[config.mk]
export PLATFORM = sky130hd
export DESIGN_NAME = uart_rx_fsm
export DESIGN_NICKNAME = d
export VERILOG_FILES = /design/src/rtl/uart_rx_fsm.sv
export SDC_FILE = /design/constraint.sdc
export NUM_CORES = 1
export LEC_CHECK = 0
export ABC_AREA = 1
export BUFFER_PORTS_ARGS = -buffer_cell sky130_fd_sc_hd__buf_2
export CORE_UTILIZATION = 59
export CTS_BUF_LIST = sky130_fd_sc_hd__clkbuf_8
export DETAILED_ROUTE_END_ITERATION = 8
export GPL_ROUTABILITY_DRIVEN = 0
export PLACE_DENSITY = 0.81
export SLEW_MARGIN = 5
export SYNTH_ARGS = -nofsm -noshare
export SYNTH_HDL_FRONTEND = slang
export SYNTH_SLANG_ARGS = --single-unit
[constraint.sdc]
create_clock -name clk -period 1.7 [get_ports clk]
set_input_delay 0.34 -clock clk [delete_from_list [all_inputs] [get_ports clk]]
set_output_delay 0.34 -clock clk [all_outputs]
set_load 0.01 [all_outputs]
[src/rtl/uart_rx_fsm.sv]
// UART receiver: oversampled start detection with glitch rejection, LSB-first
// deserialisation, and a one-cycle valid or framing-error pulse per frame.
module uart_rx_fsm #(
  parameter int OVERSAMPLE = 16,
  parameter int DATA_BITS  = 8
) (
  input  logic                 clk,
  input  logic                 rst_n,
  input  logic                 sample_tick,
  input  logic                 rx,
  output logic [DATA_BITS-1:0] data_out,
  output logic                 data_valid,
  output logic                 framing_error,
  output logic                 busy
);

  localparam int TICK_W = $clog2(OVERSAMPLE);
  localparam int BIT_W  = $clog2(DATA_BITS);

  localparam logic [TICK_W-1:0] HALF_LAST = TICK_W'(OVERSAMPLE / 2 - 1);
  localparam logic [TICK_W-1:0] FULL_LAST = TICK_W'(OVERSAMPLE - 1);
  localparam logic [BIT_W-1:0]  BIT_LAST  = BIT_W'(DATA_BITS - 1);

  typedef enum logic [1:0] {IDLE, START, DATA, STOP} state_t;

  state_t               state, state_next;
  logic                 rx_meta, rx_s;
  logic [TICK_W-1:0]    tick_cnt, tick_next;
  logic [BIT_W-1:0]     bit_cnt, bit_next;
  logic [DATA_BITS-1:0] shift_reg, shift_next;
  logic [DATA_BITS-1:0] data_next;
  logic                 valid_next, ferr_next, busy_next;

  // rx is asynchronous, so it is synchronised on every clk regardless of sample_tick
  always_ff @(posedge clk) begin
    if (rst_n) begin
      rx_meta <= 1'b1;
      rx_s    <= 1'b1;
    end else begin
      rx_meta <= rx;
      rx_s    <= rx_meta;
    end
  end

  always_ff @(posedge clk) begin
    if (rst_n) begin
      state         <= IDLE;
      tick_cnt      <= '0;
      bit_cnt       <= '0;
      shift_reg     <= '0;
      data_out      <= '0;
      data_valid    <= 1'b0;
      framing_error <= 1'b0;
      busy          <= 1'b0;
    end else begin
      state         <= state_next;
      tick_cnt      <= tick_next;
      bit_cnt       <= bit_next;
      shift_reg     <= shift_next;
      data_out      <= data_next;
      data_valid    <= valid_next;
      framing_error <= ferr_next;
      busy          <= busy_next;
    end
  end

  // Leaving STOP at mid stop bit lets a following start edge be caught with no idle gap
  always_comb begin
    state_next = state;
    tick_next  = tick_cnt;
    bit_next   = bit_cnt;
    shift_next = shift_reg;
    data_next  = data_out;
    valid_next = 1'b0;
    ferr_next  = 1'b0;

    case (state)
      IDLE: begin
        if (sample_tick && !rx_s) begin
          state_next = START;
          tick_next  = '0;
        end
      end
      START: begin
        if (sample_tick) begin
          tick_next = tick_cnt + 1'b1;
          if (tick_cnt == HALF_LAST) begin
            if (!rx_s) begin
              state_next = DATA;
              tick_next  = '0;
              bit_next   = '0;
            end else begin
              state_next = IDLE;
            end
          end
        end
      end
      DATA: begin
        if (sample_tick) begin
          tick_next = tick_cnt + 1'b1;
          if (tick_cnt == FULL_LAST) begin
            shift_next = {rx_s, shift_reg[DATA_BITS-1:1]};
            tick_next  = '0;
            if (bit_cnt == BIT_LAST) begin
              state_next = STOP;
            end else begin
              bit_next = bit_cnt + 1'b1;
            end
          end
        end
      end
      STOP: begin
        if (sample_tick) begin
          tick_next = tick_cnt + 1'b1;
          if (tick_cnt == FULL_LAST) begin
            state_next = IDLE;
            if (rx_s) begin
              data_next  = shift_reg;
              valid_next = 1'b1;
            end else begin
              ferr_next = 1'b1;
            end
          end
        end
      end
      default: state_next = IDLE;
    endcase

    busy_next = (state_next != IDLE);
  end

endmodule

==> results.ini <==
[drt]
drt_wl_total_um=2590
top_layer=met4
wl_per_cell_um=11.8
wl_met3_um=205
ant_nets=0
met2_length_um=1180
met1_length_um=1150
drc=0
firstDrtPassIters=4
vias=1195
dr.first_iter.drc_count=44
via_per_inst=5.46

[cells_and_area]
syn2layout_area_growth_pct=14.7
design_area_um2=1460
regArea_um2=601
multi_input_area_um2=597
utilization_pct=73.0
diodes=0
num-fill-cells=160
layout-drive-gt1-share_pct=17.7
final_cells=219
nNetsFinal=198

[place]
place_ws_ns=0.221
placed_cells=211
dpl.hpwl_um=1800
io_buffers=14
placed_area_um2=1370

[sta]
final_hold_viol_count=0
clock_skew_ns=0.00621
worst_pin_slew_ns=0.556
max_freq_ghz=0.659
holdWs_ns=0.243
rsz0062_at_grt=no
timing.final.ws_setup_ns=0.182
setup_tns_ns=0
finalCriticalPeriod_ns=1.52
finalMaxSlewViolations=0
fin_crit_sh_pct=89.3
setup_viol=0
slew_headroom_pct=62.9

[synth]
ys_warn_count=0
async_flop_share_pct=0
syn-mean-instance-area_um2=7.41
ys_seq_area_share_pct=47.2
yosys.cell_count.top_type=nor2_1
synth_nets=179
synthTopCellsByCount=nor2_1 (44), dfxtp_1 (30), nand2_1 (21)
ys.flop_type=dfxtp_1
yosysUniqueCellTypes=24
syn_area_um2=1270
synth.top_cell.area_share_pct=47.2
synth_edf_count=0
synthTopCellsByArea=dfxtp_1 (47%), nor2_1 (13%), o21ai_0 (7.5%), nand2_1 (6.2%), nand3_1 (5.5%)
ys_ff_latch=30
synth_area_leader_cell=dfxtp_1
synth_cells=172

[clocking]
cts_buffers=5
cts_resized=0
root_buffer=clkbuf_8
path_clk_slew_ns=0.06
cts_max_level=2
clk_latency_ns=0.28
clock_sinks=30
cts_tree=yes
postCtsSetupBuffers=0
postCtsHoldBufs=0
cts_buffer_depth=2

[setup_path]
cp-start-kind=flop
crit_required_ns=1.87
crit_end=shift_reg[1]
rr_startpoint=tick_cnt[0]
critPathKind=reg2reg
crit_chain=ha_1 > nand3_2 > inv_1 > nand2_1 > nor2_4 > inv_2 > nor2_1 > nor2_1
r2r_slack_ns=0.18
r2r_end=shift_reg[1]
r2r.worst_path.cells=8
cp.arrival_ns=1.69
cp_slowest_cell=dfxtp_1
cp_common_cell=nor2_1
critPathCaptureType=flop
cpPeakStageDelay_ns=0.36
startpoint=tick_cnt[0]
critPathMaxFanout=10

[global_route]
overflow=0
grt_usage_pct=24.4
grt_pass1_vias=1000
grt_pass1_wl_um=4350
antenna_found_initial=0
grt_max_degree=23

[die]
die-width_um=48.5
start_util_pct=63.6
rows=16
io_pins=15
die_h_um=48.5
core_area_um2=2000
fp.dieArea_um2=2350

[power_and_ir_drop]
totalPowerFinal_mw=1.34
ir_drop_mv=0.875
p_leak_nw=0.695
p_per_area_nw_per_um2=916

[job]
maxCapViolations=0

[run_status]
status=finished, final reports clean

[worst_hold_path]
hold_class=in2reg

## worst min-delay path by stage
stage / startpoint / end / slack, ns / cells past startpoint
floorplan: rx_meta / rx_s / 0.39 / 1
global placement: rx_meta / rx_s / 0.40 / 1
detailed placement: rx_meta / rx_s / 0.40 / 1
CTS: rx / rx_meta / 0.24 / 2
global route: rx / rx_meta / 0.24 / 2
finish: rx / rx_meta / 0.24 / 2
## logic make-up (layout without fill, tap and decap cells)
family,after synthesis,in the layout,synth area share [%]
and+or+nand+nor,90,90,31.3
AOI/OAI and AO/OA,29,29,11.9
adders and majority gates,3,3,2.95
xor gates and xnor gates,1,1,0.688
DFF,30,30,47.2
buffers and inverters,19,39,5.99
## area by class of cell
type | instances | area share [%]
timing repair buffer | 14 | 4.79
multi-input combinational | 123 | 40.8
sequential | 30 | 41.1
inverter | 17 | 4.45
clock inverter | 2 | 0.856
tap | 27 | 2.31
clock buffer | 6 | 5.65
## critical path, delay by kind of cell, from the launching register on
family | cells | cell delay (ns)
buffers and inverters | 2 | 0.18
AND/OR/NAND/NOR | 5 | 0.63
adder cells (fa/ha/maj) | 1 | 0.24
flip-flops | 1 | 0.36
## cell usage in the layout, fill, tap and decap left out, drive strengths merged
cell / instances
nor2: 47
dfxtp: 30
nand2: 21
o21ai: 21
nand3: 16
inv: 16
buf: 14
a21oi: 7
clkbuf: 6
ha: 3
or2: 3
clkinv: 2
nor3: 1
o21bai: 1
nor4: 1
xor2: 1
nand4: 1
clkinvlp: 1
## routing by layer
metal,vias to the layer above,track usage (%)
met5,-,0
met4,0,10.8
met3,9,7.55
met2,59,38.0
met1,532,31.3
li1,595,-
## power by group
part	switching (mW)	leakage [nW]	internal, mW
registers	0.00416	0.242	0.707
clock network	0.260	0.0472	0.324
logic	0.0293	0.405	0.0134
total	0.294	0.695	1.05
(Power assumes the default switching activity.)
